File: config.mk
export PLATFORM = sky130hd
export DESIGN_NAME = johnson_phase_decoder
export DESIGN_NICKNAME = d
export VERILOG_FILES = /design/src/rtl/jdec_pkg.sv /design/src/rtl/johnson_code_decode.sv /design/src/rtl/johnson_phase_decoder.sv
export SDC_FILE = /design/constraint.sdc
export NUM_CORES = 1
export LEC_CHECK = 0
export BUFFER_PORTS_ARGS = -buffer_cell sky130_fd_sc_hd__buf_2
export CAP_MARGIN = 20
export CELL_PAD_IN_SITES_DETAIL_PLACEMENT = 1
export CELL_PAD_IN_SITES_GLOBAL_PLACEMENT = 2
export CORE_ASPECT_RATIO = 1.1
export CORE_MARGIN = 10
export CORE_UTILIZATION = 33
export DETAILED_ROUTE_END_ITERATION = 10
export PLACE_DENSITY = 0.87
export SYNTH_ARGS = -nofsm -noshare
export SYNTH_HDL_FRONTEND = slang
export SYNTH_SLANG_ARGS = --single-unit
File: constraint.sdc
create_clock -name clk -period 2 [get_ports clk]
set_input_delay 0.1 -clock clk [delete_from_list [all_inputs] [get_ports clk]]
set_output_delay 0.1 -clock clk [all_outputs]
set_load 0.005 [all_outputs]
File: src/rtl/jdec_pkg.sv
// Shared types and constants for the Johnson phase decoder.
// Optional err_cnt register is built only when JDEC_ERRCNT_EN is defined.
package jdec_pkg;

    typedef enum logic {
        HUNT   = 1'b0,
        LOCKED = 1'b1
    } state_t;

    localparam int ERR_CNT_W = 8;

    // Index width needed to number all 2*WIDTH phases of a WIDTH-bit Johnson code.
    function automatic int calc_iw(input int width);
        return $clog2(2 * width);
    endfunction

endpackage

File: src/rtl/johnson_code_decode.sv
// Combinational Johnson code legality check and phase-index decode.
module johnson_code_decode
    import jdec_pkg::*;
#(
    parameter int WIDTH = 4
) (
    input  logic [WIDTH-1:0]                code,
    output logic                            legal,
    output logic [calc_iw(WIDTH)-1:0]       index
);

    localparam int IW = calc_iw(WIDTH);
    localparam logic [IW:0] PHASES = (IW + 1)'(2 * WIDTH);

    logic [WIDTH-2:0] edges;
    logic [IW:0]      ones;
    logic [IW:0]      diff;

    // A Johnson code has at most one transition between adjacent bits.
    assign edges = code[WIDTH-1:1] ^ code[WIDTH-2:0];
    assign legal = ($countones(edges) <= 1);

    always_comb begin
        // NOTE: every combinational output gets a default first so no latch is inferred,
        // and combinational logic uses blocking '=' so later lines see updated values.
        ones = '0;
        for (int i = 0; i < WIDTH; i++) begin
            ones = ones + {{IW{1'b0}}, code[i]};
        end
        diff = PHASES - ones;
        if (code[WIDTH-1] || (code == '0)) begin
            index = ones[IW-1:0];
        end else begin
            index = diff[IW-1:0];
        end
    end

endmodule

File: src/rtl/johnson_phase_decoder.sv
// Johnson code monitor: decodes phase, tracks HUNT/LOCKED sequence lock, flags errors.
// Define JDEC_ERRCNT_EN to build the saturating err_cnt register; otherwise err_cnt is 0.
module johnson_phase_decoder
    import jdec_pkg::*;
#(
    parameter int WIDTH    = 4,
    parameter int LOCK_CNT = 3,
    parameter int LOSS_CNT = 2
) (
    input  logic                          clk,
    input  logic                          rst_n,
    input  logic [WIDTH-1:0]              code_in,
    input  logic                          code_valid,
    output logic [calc_iw(WIDTH)-1:0]     index_out,
    output logic                          index_valid,
    output logic                          illegal,
    output logic                          seq_err,
    output logic                          sample_phase,
    output logic                          locked,
    output logic [ERR_CNT_W-1:0]          err_cnt
);

    localparam int IW     = calc_iw(WIDTH);
    localparam int RUN_W  = $clog2(LOCK_CNT + 1);
    localparam int MISS_W = $clog2(LOSS_CNT + 1);
    localparam logic [IW-1:0]     LAST_IDX = IW'(2 * WIDTH - 1);
    localparam logic [IW-1:0]     HALF_IDX = IW'(WIDTH);
    localparam logic [RUN_W-1:0]  RUN_LOCK = RUN_W'(LOCK_CNT);
    localparam logic [MISS_W-1:0] MISS_MAX = MISS_W'(LOSS_CNT);

    state_t            state, state_n;
    logic [IW-1:0]     expected, expected_n;
    logic [RUN_W-1:0]  run, run_n;
    logic [MISS_W-1:0] miss, miss_n;
    logic [IW-1:0]     index_n;
    logic              index_valid_n, illegal_n, seq_err_n, sample_n;
    logic              legal;
    logic [IW-1:0]     index;

    johnson_code_decode #(.WIDTH(WIDTH)) u_decode (
        .code  (code_in),
        .legal (legal),
        .index (index)
    );

    function automatic logic [IW-1:0] next_idx(input logic [IW-1:0] i);
        return (i == LAST_IDX) ? '0 : i + 1'b1;
    endfunction

    always_comb begin
        state_n       = state;
        expected_n    = expected;
        run_n         = run;
        miss_n        = miss;
        index_n       = index_out;
        index_valid_n = 1'b0;
        illegal_n     = 1'b0;
        seq_err_n     = 1'b0;
        sample_n      = 1'b0;
        if (code_valid) begin
            illegal_n = !legal;
            if (legal) begin
                index_n       = index;
                index_valid_n = 1'b1;
                sample_n      = (index == '0) || (index == HALF_IDX);
            end
            if (state == HUNT) begin
                if (legal) begin
                    expected_n = next_idx(index);
                    if ((index == expected) && (run != '0)) begin
                        run_n = run + 1'b1;
                    end else begin
                        run_n = RUN_W'(1);
                    end
                    if (run_n == RUN_LOCK) begin
                        state_n = LOCKED;
                        miss_n  = '0;
                    end
                end else begin
                    run_n = '0;
                end
            end else begin
                // Expected phase freewheels while locked, so a single glitch does not shift it.
                expected_n = next_idx(expected);
                if (legal && (index == expected)) begin
                    miss_n = '0;
                end else begin
                    seq_err_n = 1'b1;
                    miss_n    = miss + 1'b1;
                    if (miss_n == MISS_MAX) begin
                        state_n = HUNT;
                        run_n   = '0;
                    end
                end
            end
        end
    end

    always_ff @(posedge clk or negedge rst_n) begin
        // NOTE: sequential state uses non-blocking '<=' so all registers update together.
        if (!rst_n) begin
            state        <= HUNT;
            expected     <= '0;
            run          <= '0;
            miss         <= '0;
            index_out    <= '0;
            index_valid  <= 1'b0;
            illegal      <= 1'b0;
            seq_err      <= 1'b0;
            sample_phase <= 1'b0;
        end else begin
            state        <= state_n;
            expected     <= expected_n;
            run          <= run_n;
            miss         <= miss_n;
            index_out    <= index_n;
            index_valid  <= index_valid_n;
            illegal      <= illegal_n;
            seq_err      <= seq_err_n;
            sample_phase <= sample_n;
        end
    end

    assign locked = (state == LOCKED);

`ifdef JDEC_ERRCNT_EN
    logic [ERR_CNT_W-1:0] err_q;

    always_ff @(posedge clk or negedge rst_n) begin
        if (!rst_n) begin
            err_q <= '0;
        end else if (seq_err_n && (err_q != '1)) begin
            err_q <= err_q + 1'b1;
        end
    end

    assign err_cnt = err_q;
`else
    assign err_cnt = '0;
`endif

endmodule
==> results.rst, run 1 <==
.. list-table::
   :header-rows: 1

   * - Metric
     - Value
   * - Run status
     - finished, violations left
   * - Violations in the final reports
     - negative setup slack
   * - Total of max-cap violations
     - 0
   * - Critical path start-end classification
     - primary input to flip-flop
   * - Main area contributors after synthesis
     - dfrtp_1 (33%), ha_1 (15%), inv_1 (5.6%)
   * - Clock Path Buffers
     - 2
   * - Horiz. Die Dim
     - 75.85 microns
   * - First-pass GRT wire length
     - ~4.6 mm
   * - Number of max-slew violations in the final report
     - 0
   * - Peak Freq
     - about 460 MHz
   * - Iter 0 DRT Violations
     - 23
   * - Leak
     - about 0.00073 uW
   * - Min setup slack post-route
     - -0.1973 ns
   * - Clock latency on the worst-skew pair
     - between 0.2 and 0.3 ns
   * - Die area
     - 6177 sq um
   * - Per-instance average area after synthesis
     - roughly 10 sq um
   * - Most instantiated cells after synthesis
     - inv_1 (17), dfrtp_1 (15), ha_1 (14)
   * - Antenna violations before repair
     - 0
   * - Number of cells on the worst reg-to-reg path
     - 5
   * - Worst EP required
     - around 2.2 ns
   * - Critical path fanouts, max
     - 6
   * - Category of the worst setup path launch point
     - primary input
   * - Total number of nets in the final design
     - 170
   * - Hold endpoint
     - illegal
   * - Total power per unit cell area
     - about 960 nW/um^2
   * - Number of iterations in the first detailed-routing pass
     - 3
   * - Number of synthesized flops with an enable pin
     - 0
   * - Worst setup startpoint
     - code_in[1]
   * - Non-filler cells, final
     - approximately 190
   * - Final HPWL DP
     - 2.211 mm
   * - Top Ports
     - 23
   * - Number of port buffers
     - 14
   * - Mapped Cells
     - ~120
   * - RePlAce Congestion
     - about 0.76
   * - Inserted Clock Buffers
     - 3
   * - Synth warn
     - 0
   * - Wire length per cell
     - 13.50 microns
   * - Peak VDD IR
     - 0.3120 mV
   * - Arrival time worst endpoint
     - 2.39 ns
   * - Worst reg2reg path startpoint
     - run[0]
   * - Kind of end point of the critical path
     - flip-flop
   * - Fraction of synthesis flops using an asynchronous set or reset pin
     - 100.0%
   * - Worst hold margin
     - about 0.15 ns
   * - Sink Count
     - 15
   * - Sequential share of the synthesized area
     - 33.15%
   * - Initial cell density of the core
     - between 30% and 40%
   * - Launch point of the worst hold path
     - code_valid
   * - Worst Clk Skew
     - slightly below 0.009 ns
   * - Instance count along the most critical hold path
     - 2
   * - Final antenna diode count
     - 0
   * - Total via count in the routed design
     - approximately 860
   * - Worst reg-to-reg setup slack
     - 0.32 ns
   * - Worst hold path type
     - primary input to flip-flop
   * - Worst relative slew slack
     - a little under three fifths
   * - Aggregate global routing overflow
     - 0
   * - Maximum level of the CTS H-tree
     - 1
   * - Relative area change from synthesis to final layout
     - 31.49%
   * - Core ar.
     - between 3000 and 4000 sq um
   * - Via count of the first global-routing pass
     - 996
   * - Worst Tran Pin Value
     - 0.6323 ns
   * - Critical register-to-register path endpoint
     - miss[1]
   * - Top cell type by total area after synthesis
     - dfrtp_1
   * - Number of flip-flops and latches in the synthesized netlist
     - 15
   * - Final period util
     - 109.9%
   * - Pin count of the biggest net entering global routing
     - 16
   * - Total Routed Length
     - around 2.6 mm
   * - Vert. Die Dim
     - 81.44 microns
   * - Remaining number of nets flagged by the antenna check after routing
     - 0
   * - Ys flop type
     - dfrtp_1
   * - Number of remaining DRC errors
     - 0
   * - Fin. Hold Viols
     - 0
   * - Final setup violation count
     - 7
   * - Dominant cell by count in the synthesized netlist
     - inv_1
   * - Setup WS pre-CTS
     - -0.6587 ns
   * - TritonCTS clock tree
     - yes
   * - Final critical path time including I/O delays and setup
     - approximately 2.2 ns
   * - Netlist area before placement
     - around 1100 sq um
   * - Library cell used as clock root buffer
     - clkbuf_4
   * - Clock input transition at the sequential cells of the worst setup and hold paths
     - about 0.10 ns
   * - Std-Cell Rows
     - 22
   * - Summed negative setup slack over all endpoints
     - -0.8864 ns
   * - Proportion of layout cells with a drive suffix above 1
     - around two fifths
   * - Drt via density
     - roughly 4.4
   * - Yosys top cell area share
     - 33.15%
   * - Library cells used by synthesis
     - 36
   * - Inst Count DP
     - 189
   * - Number of filler instances in the final layout
     - 368
   * - RSZ-0062 raised after global routing
     - yes
   * - GRT Util Overall
     - about a tenth
## cell families (layout without fill, tap and decap cells)
family / after synthesis / count (layout) / share of synthesized area [%]
adders and majority gates: 16 / 16 / 19.01
AOI/OAI and AO/OA: 21 / 21 / 14.25
buffers and inverters: 25 / 49 / 10.94
other: 1 / 8 / 0.3312
and+or+nand+nor: 29 / 29 / 13.04
DFF: 15 / 15 / 33.15
muxes: 3 / 3 / 4.088
xor gates and xnor gates: 5 / 5 / 5.194
## critical path: stages
cell	delay [ns]
buf_12	0.09
inv_12	0.03
ha_4	0.24
fa_2	0.36
ha_4	0.28
inv_2	0.04
ha_4	0.15
a211oi_4	0.18
xnor2_2	0.17
mux2i_4	0.40
nor3_4	0.09
o32ai_2	0.26
## area by class of cell
class / instances / area [sq um] / share of cell area (%)
clock buffer: 4 / 26.28 / 1.765
inverter: 17 / 76.32 / 5.126
multi-input combinational: 82 / 748.2 / 50.25
sequential: 15 / 375.4 / 25.21
tap: 48 / 60.06 / 4.034
timing repair buffer: 28 / 202.7 / 13.61
## metal layers
metal,vias up,part of all wire [%],global-route usage (%)
li1,427,-,-
met1,412,44,10.91
met2,14,51,17.26
met3,2,4.2,1.568
met4,0,0.57,2.788
met5,-,0,0
## placed cells by master (no fill, tap or decap), drive strengths merged, types with 2 or more instances in the layout
cell type	netlist	routed
buf	8	27
inv	17	17
nand2	13	13
xor2	2	2
conb	1	8
dfrtp	15	15
nor3	2	2
o21ai	9	9
xnor2	3	3
nand2b	3	3
o21bai	2	2
fa	2	2
mux2i	3	3
a21oi	2	2
clkbuf	0	4
ha	14	14
nor2	5	5
## how the worst max path moves through the flow
stage	to	slack, ns	cells past startpoint
6_report	miss[1]	-0.20	12
5_1_grt	miss[1]	-0.28	12
2_1_floorplan	miss[1]	-0.35	11
3_3_place_gp	run[0]	-0.60	12
4_1_cts	run[0]	-0.21	12
3_5_place_dp	run[0]	-0.66	12
## where the power goes
group | total, uW | switching, uW | leakage [uW] | internal [uW]
clock network | 178 | 100 | 0.0000150 | 77.4
logic | 769 | 412 | 0.000521 | 357
registers | 480 | 83.2 | 0.000193 | 397
total | 1430 | 595 | 0.000729 | 831
## sequential cells by signal, summed over array words and instances, names as in the netlist
register	cells
expected	3
index_out	3
miss	2
run	2
illegal	1
index_valid	1
locked	1
sample_phase	1
seq_err	1
## metrics by stage
stage	total power, uW	util [%]	area, sq um
3_3_place_gp	1175	42.11	1403
5_1_grt	1573	44.70	1489
3_5_place_dp	1210	42.11	1403
2_1_floorplan	974.6	-	1235
4_1_cts	1446	44.70	1489
6_report	1427	44.70	1489
## what timing repair did
action	in CTS	in global routing
buffers inserted	1	0
gates resized for setup	10	0
endpoints found under the hold margin	15	0
endpoints found under the setup margin	9	9
hold buffers	1	0
pin swaps	7	4
No activity file was read; power rests on OpenSTA's default activity.
==> run 2: changes to the inputs <==
--- a/config.mk
+++ b/config.mk
@@ -10,7 +10,6 @@
 export CELL_PAD_IN_SITES_DETAIL_PLACEMENT = 1
 export CELL_PAD_IN_SITES_GLOBAL_PLACEMENT = 2
 export CORE_ASPECT_RATIO = 1.1
-export CORE_MARGIN = 10
 export CORE_UTILIZATION = 33
 export DETAILED_ROUTE_END_ITERATION = 10
 export PLACE_DENSITY = 0.87
==> run 2 against run 1 <==
Against the previous run:
- the run ends with design-rule violations, negative setup slack left
- hold slack gained 0.0045 ns
- clock power grew 7%
- maximum frequency shrank 0.66%
- combinational power grew 1%
- non-clock buffer count grew 1
- clock skew shrank 0.0014 ns
- critical path type unchanged
==> results.rst, run 2 (synthesis results as in run 1) <==
.. list-table::
   :header-rows: 1

   * - Metric
     - Value
   * - Critical path start-end classification
     - primary input to flip-flop (unchanged)
   * - Horiz. Die Dim
     - 57.85 microns (was 75.85 microns)
   * - Initial cell density of the core
     - 35.91% (was 34.00%)
   * - Worst reg2reg path startpoint
     - run[0] (unchanged)
   * - Min setup slack post-route
     - -0.2120 ns (was -0.1973 ns)
   * - Category of the worst setup path launch point
     - primary input (unchanged)
   * - Total Routed Length
     - 2.655 mm (was 2.619 mm)
   * - Top Ports
     - 23 (unchanged)
   * - Number of max-slew violations in the final report
     - 0 (unchanged)
   * - Number of cells on the worst reg-to-reg path
     - 5 (unchanged)
   * - Remaining number of nets flagged by the antenna check after routing
     - 0 (unchanged)
   * - Clock Path Buffers
     - 2 (unchanged)
   * - Sink Count
     - 15 (unchanged)
   * - Worst setup startpoint
     - code_in[0] (was code_in[1])
   * - Non-filler cells, final
     - 181 (was 194)
   * - Relative area change from synthesis to final layout
     - 31.27% (was 31.49%)
   * - Worst Clk Skew
     - 0.007451 ns (was 0.008888 ns)
   * - Number of port buffers
     - 14 (unchanged)
   * - Number of filler instances in the final layout
     - 374 (was 368)
   * - Total number of nets in the final design
     - 171 (was 170)
   * - Maximum level of the CTS H-tree
     - 1 (unchanged)
   * - Fin. Hold Viols
     - 0 (unchanged)
   * - RSZ-0062 raised after global routing
     - yes (unchanged)
   * - Iter 0 DRT Violations
     - 24 (was 23)
   * - Final HPWL DP
     - 2.172 mm (was 2.211 mm)
   * - GRT Util Overall
     - 17.15% (was 9.455%)
   * - Clock input transition at the sequential cells of the worst setup and hold paths
     - 0.10 ns (about the same)
   * - Commonest cells after routing, fill and taps aside
     - dfrtp_1 (15), buf_4 (14), inv_1 (12), nand2_1 (12), buf_2 (12) (was dfrtp_1 (15), inv_1 (12), nand2_1 (12), buf_2 (12), buf_4 (12))
   * - Inserted Clock Buffers
     - 3 (unchanged)
   * - Registers with the highest flip-flop counts
     - expected x3, index_out x3 (unchanged)
   * - Critical register-to-register path endpoint
     - miss[1] (unchanged)
   * - Utilization after layout
     - 47.14% (was 44.70%)
   * - Violations in the final reports
     - design-rule violations, negative setup slack (was negative setup slack)
   * - Inst Count DP
     - 174 (was 189)
   * - Final setup violation count
     - 6 (was 7)
   * - Peak Freq
     - 452.1 MHz (was 455.1 MHz)
   * - Worst reg-to-reg setup slack
     - 0.26 ns (was 0.32 ns)
   * - Final period util
     - 110.6% (was 109.9%)
   * - Total power draw
     - 1455 uW (was 1427 uW)
   * - FF+latch area
     - 375.4 sq um (unchanged)
   * - Library cell used as clock root buffer
     - clkbuf_4 (unchanged)
   * - Die area
     - 3670 sq um (was 6177 sq um)
   * - End point of the critical path
     - run[0] (was miss[1])
   * - Clock latency on the worst-skew pair
     - 0.30 ns (was 0.29 ns)
   * - Std-Cell Rows
     - 21 (was 22)
   * - Total of max-cap violations
     - 0 (unchanged)
   * - RePlAce Congestion
     - 0.7833 (was 0.7606)
   * - Drt via density
     - 4.989 (was 4.407)
   * - Antenna violations before repair
     - 0 (unchanged)
   * - Via count of the first global-routing pass
     - 1,005 (was 996)
   * - Number of iterations in the first detailed-routing pass
     - 7 (was 3)
   * - Leak
     - 0.0007353 uW (was 0.0007292 uW)
   * - Total via count in the routed design
     - 903 (was 855)
   * - Peak VDD IR
     - 0.3139 mV (was 0.3120 mV)
   * - Summed negative setup slack over all endpoints
     - -0.8977 ns (was -0.8864 ns)
   * - Arrival time worst endpoint
     - 2.38 ns (was 2.39 ns)
   * - Worst hold path type
     - primary input to flip-flop (unchanged)
   * - Worst EP required
     - 2.17 ns (was 2.19 ns)
   * - TritonCTS clock tree
     - yes (unchanged)
   * - Setup WS pre-CTS
     - -0.6818 ns (was -0.6587 ns)
   * - Critical path fanouts, max
     - 6 (unchanged)
   * - Final antenna diode count
     - 0 (unchanged)
   * - Wire length per cell
     - 14.67 microns (was 13.50 microns)
   * - Most frequent standard cell in the layout excluding fill and tap cells
     - dfrtp_1 (unchanged)
   * - Total power per unit cell area
     - 979.0 nW/um^2 (was 958.1 nW/um^2)
   * - Aggregate global routing overflow
     - 0 (unchanged)
   * - Area of combinational cells with multiple inputs
     - 750.7 sq um (was 748.2 sq um)
   * - Vert. Die Dim
     - 63.44 microns (was 81.44 microns)
   * - Pin count of the biggest net entering global routing
     - 16 (unchanged)
   * - Core ar.
     - 3153 sq um (was 3331 sq um)
   * - Proportion of layout cells with a drive suffix above 1
     - 39.46% (was 38.36%)
   * - Number of remaining DRC errors
     - 1 (was 0)
   * - Run status
     - finished, violations left (unchanged)
   * - Final critical path time including I/O delays and setup
     - 2.212 ns (was 2.197 ns)
   * - Kind of end point of the critical path
     - flip-flop (unchanged)
   * - First-pass GRT wire length
     - 4.705 mm (was 4.554 mm)
==> run 2: cell count changes in the layout (fill, tap and decap cells not counted), sizes merged <==
cell      delta
clkinvlp     +1
clkbuf       -1
buf          +1
==> run 2: cell type report <==
class                      instances  area share, %
timing repair buffer              29          13.89
clock inverter                     1         0.5050
tap                               34          2.862
sequential                        15          25.25
inverter                          17          5.471
multi-input combinational         82          50.50
clock buffer                       3          1.515
==> run 2: critical path, stage by stage <==
cell	delay (ns)
buf_6	0.10
inv_4	0.05
ha_4	0.20
fa_2	0.35
ha_4	0.29
inv_4	0.04
ha_4	0.15
a211oi_4	0.20
xnor2_2	0.19
mux2i_4	0.40
o31a_1	0.24
o311ai_2	0.09
==> run 2: power by group <==
| group | leakage [uW] | internal, uW | switching (uW) |
|---|---|---|---|
| sequential | 0.000193 | 397 | 89.0 |
| clock | 0.0000139 | 76.3 | 114 |
| combinational | 0.000528 | 362 | 418 |
==> run 2: how the worst min path moves through the flow <==
stage,cells after the start,endpoint,from
after detailed placement,1,seq_err,rst_n
after floorplan,0,expected[0],rst_n
after global routing,2,illegal,code_valid
after CTS,2,illegal,code_valid
after global placement,1,expected[2],rst_n
final,2,illegal,code_valid
==> run 2: through the flow <==
step | hold WS (ns) | cell area [sq um]
5_1_grt | 0.1389 | 1486
4_1_cts | 0.1510 | 1471
2_1_floorplan | -0.1956 | 1235
3_3_place_gp | 0.01530 | 1378
3_5_place_dp | 0.02473 | 1378
6_report | 0.1498 | 1486
==> run 2: metal layers <==
layer,track usage [%],part of all wire [%],routed length [microns],up-vias
met4,8.036,2.2,59,0
met1,19.62,40,1050,453
met5,0,0,0,-
met3,1.848,1.6,42,5
li1,-,-,-,428
met2,31.03,57,1503,17
==> run 2: timing repair <==
action | in CTS | in global routing
hold buffers | 1 | 0
setup endpoints to repair | 9 | 9
endpoints found under the hold margin | 15 | 0
pin swaps | 10 | 5
resized for setup | 10 | 2
setup buffers | 1 | 1
==> run 3: changes to the inputs <==
--- a/config.mk
+++ b/config.mk
@@ -8,11 +8,12 @@
 export BUFFER_PORTS_ARGS = -buffer_cell sky130_fd_sc_hd__buf_2
 export CAP_MARGIN = 20
 export CELL_PAD_IN_SITES_DETAIL_PLACEMENT = 1
-export CELL_PAD_IN_SITES_GLOBAL_PLACEMENT = 2
+export CELL_PAD_IN_SITES_GLOBAL_PLACEMENT = 1
 export CORE_ASPECT_RATIO = 1.1
-export CORE_UTILIZATION = 33
+export CORE_UTILIZATION = 41
 export DETAILED_ROUTE_END_ITERATION = 10
 export PLACE_DENSITY = 0.87
+export REMOVE_ABC_BUFFERS = 1
 export SYNTH_ARGS = -nofsm -noshare
 export SYNTH_HDL_FRONTEND = slang
 export SYNTH_SLANG_ARGS = --single-unit
==> run 3 against run 2 <==
Against the previous run:
- the run ends with negative setup slack left
- sequential power about the same
- combinational power increased by 2.7%
- hold slack improved by 0.011 ns
- critical endpoint unchanged
- largest cell class unchanged
- largest power group unchanged
==> results.rst, run 3 (synthesis results as in run 1) <==
.. list-table::
   :header-rows: 1

   * - Metric
     - Value
   * - Run status
     - finished, violations left (unchanged)
   * - Violations in the final reports
     - negative setup slack (was design-rule violations, negative setup slack)
   * - Critical path fanouts, max
     - 6 (unchanged)
   * - Category of the worst setup path launch point
     - primary input (unchanged)
   * - Number of iterations in the first detailed-routing pass
     - 4 (was 7)
   * - Peak Freq
     - 457.6 MHz (was 452.1 MHz)
   * - Placed instance area
     - 1305 sq um (was 1378 sq um)
   * - Registers with the highest flip-flop counts
     - expected x3, index_out x3 (unchanged)
   * - Non-filler cells, final
     - 179 (was 181)
   * - Wire length per cell
     - 15.21 microns (was 14.67 microns)
   * - Inserted Clock Buffers
     - 3 (unchanged)
   * - Iter 0 DRT Violations
     - 1 (was 24)
   * - Critical register-to-register path endpoint
     - miss[0] (was miss[1])
   * - Final period util
     - 109.3% (was 110.6%)
   * - Final HPWL DP
     - 1.972 mm (was 2.172 mm)
   * - Summed negative setup slack over all endpoints
     - -0.9286 ns (was -0.8977 ns)
   * - Peak VDD IR
     - 0.5700 mV (was 0.3139 mV)
   * - Clock latency on the worst-skew pair
     - 0.30 ns (about the same)
   * - Worst Clk Skew
     - 0.003350 ns (was 0.007451 ns)
   * - First-pass GRT wire length
     - 4.478 mm (was 4.705 mm)
   * - Number of max-slew violations in the final report
     - 0 (unchanged)
   * - Via count of the first global-routing pass
     - 991 (was 1,005)
   * - Number of remaining DRC errors
     - 0 (was 1)
   * - Sink Count
     - 15 (unchanged)
   * - Worst EP required
     - 2.17 ns (about the same)
   * - Total Routed Length
     - 2.723 mm (was 2.655 mm)
   * - Final design area excluding fillers
     - 1464 sq um (was 1486 sq um)
   * - Min setup slack post-route
     - -0.1853 ns (was -0.2120 ns)
   * - Clock input transition at the sequential cells of the worst setup and hold paths
     - 0.09 ns (was 0.10 ns)
   * - RSZ-0062 raised after global routing
     - yes (unchanged)
   * - Proportion of layout cells with a drive suffix above 1
     - 38.51% (was 39.46%)
   * - Die area
     - 2976 sq um (was 3670 sq um)
   * - Fin. Hold Viols
     - 0 (unchanged)
   * - Maximum level of the CTS H-tree
     - 1 (unchanged)
   * - Initial cell density of the core
     - 44.10% (was 35.91%)
   * - Total number of nets in the final design
     - 172 (was 171)
   * - Drt via density
     - 5.101 (was 4.989)
   * - Core ar.
     - 2567 sq um (was 3153 sq um)
   * - Remaining number of nets flagged by the antenna check after routing
     - 0 (unchanged)
   * - Pin count of the biggest net entering global routing
     - 16 (unchanged)
   * - Final antenna diode count
     - 0 (unchanged)
   * - Total power per unit cell area
     - 1004 nW/um^2 (was 979.0 nW/um^2)
   * - Worst hold path type
     - primary input to flip-flop (unchanged)
   * - GRT Util Overall
     - 21.35% (was 17.15%)
   * - Final setup violation count
     - 7 (was 6)
   * - Number of port buffers
     - 14 (unchanged)
   * - RePlAce Congestion
     - 0.8270 (was 0.7833)
   * - Launch point of the worst hold path
     - code_valid (unchanged)
   * - Worst reg2reg path startpoint
     - run[0] (unchanged)
   * - Most frequent standard cell in the layout excluding fill and tap cells
     - dfrtp_1 (unchanged)
   * - Total of max-cap violations
     - 0 (unchanged)
   * - Library cell used as clock root buffer
     - clkbuf_4 (unchanged)
   * - Number of cells on the worst reg-to-reg path
     - 5 (unchanged)
   * - Critical path start-end classification
     - primary input to flip-flop (unchanged)
   * - Kind of end point of the critical path
     - flip-flop (unchanged)
   * - Worst reg-to-reg setup slack
     - 0.25 ns (was 0.26 ns)
   * - TritonCTS clock tree
     - yes (unchanged)
   * - Std-Cell Rows
     - 19 (was 21)
   * - Top Ports
     - 23 (unchanged)
   * - Final critical path time including I/O delays and setup
     - 2.185 ns (was 2.212 ns)
   * - Inst Count DP
     - 172 (was 174)
   * - Relative area change from synthesis to final layout
     - 29.28% (was 31.27%)
   * - Arrival time worst endpoint
     - 2.36 ns (was 2.38 ns)
   * - Leak
     - 0.0007315 uW (was 0.0007353 uW)
   * - Aggregate global routing overflow
     - 0 (unchanged)
   * - Commonest cells after routing, fill and taps aside
     - dfrtp_1 (15), buf_4 (14), inv_1 (13) (was dfrtp_1 (15), buf_4 (14), inv_1 (12), nand2_1 (12), buf_2 (12))
   * - Total via count in the routed design
     - 913 (was 903)
   * - Vert. Die Dim
     - 57.12 microns (was 63.44 microns)
   * - Clock Path Buffers
     - 2 (unchanged)
   * - Hold endpoint
     - illegal (unchanged)
   * - Instance count along the most critical hold path
     - 2 (unchanged)
   * - Antenna violations before repair
     - 0 (unchanged)
   * - Horiz. Die Dim
     - 52.11 microns (was 57.85 microns)
run 3: cell count changes in the layout (fill, tap and decap cells not counted):
| cell | previous run | this run |
|---|---|---|
| xnor2_1 | 0 | 1 |
| nor2_2 | 0 | 1 |
| buf_12 | 1 | 0 |
| xnor2_2 | 3 | 2 |
| inv_12 | 1 | 0 |
| clkbuf_1 | 0 | 1 |
| buf_6 | 1 | 3 |
| inv_1 | 12 | 13 |
| clkinvlp_4 | 1 | 0 |
| nor2_1 | 5 | 4 |
run 3: per-stage QoR:
| stage | utilization (%) | worst slack [ns] | hold slack [ns] | power [uW] |
|---|---|---|---|---|
| after global placement | 50.83 | -0.6709 | 0.01537 | 1098 |
| after floorplan | - | -0.5730 | -0.1956 | 909.6 |
| final | 57.02 | -0.1853 | 0.1612 | 1470 |
| after detailed placement | 50.83 | -0.8103 | 0.02228 | 1162 |
| after global routing | 57.02 | -0.2818 | 0.1746 | 1582 |
| after CTS | 56.04 | -0.2507 | 0.1617 | 1431 |
run 3: routing by layer:
metal / track usage [%] / wire length (microns)
met1: 24.25 / 1091
met5: 0 / 0
met2: 36.81 / 1477
met3: 3.200 / 71
met4: 12.74 / 82
run 3: report_power, final:
| part | leakage, uW | switching (uW) | internal (uW) | total (uW) |
|---|---|---|---|---|
| combinational | 0.000524 | 428 | 373 | 801 |
| sequential | 0.000193 | 86.2 | 397 | 483 |
| clock | 0.0000150 | 108 | 77.9 | 186 |
run 3: worst max path at each step:
stage / from / to / slack [ns]
finish: code_in[1] / run[0] / -0.19
global route: code_in[1] / run[0] / -0.28
floorplan: code_in[0] / miss[1] / -0.57
CTS: code_in[1] / run[0] / -0.25
global placement: code_in[0] / miss[1] / -0.67
detailed placement: code_in[0] / locked / -0.81
run 3: critical path: stages:
cell and delay, ns:
buf_6 0.10, inv_4 0.05, ha_4 0.20, fa_2 0.36, ha_4 0.28, inv_2 0.04
ha_4 0.16, a211oi_4 0.18, xnor2_2 0.17, mux2i_4 0.40, o31a_1 0.21, o311ai_2 0.10
run 3: repair_timing:
item / CTS / global route
pin swaps: 9 / 5
hold endpoints to repair: 15 / 0
gates resized for setup: 20 / 5
setup endpoints to repair: 9 / 8
hold buffers: 1 / 0
buffers inserted: 1 / 1
run 3: area by class of cell:
cell class / instances / area, sq um
clock buffers: 4 / 26.28
well taps: 31 / 38.79
inverters: 17 / 68.82
fillers: 306 / 1104
flip-flops and latches: 15 / 375.4
repair buffers: 30 / 209.0
multi-input cells: 82 / 745.7
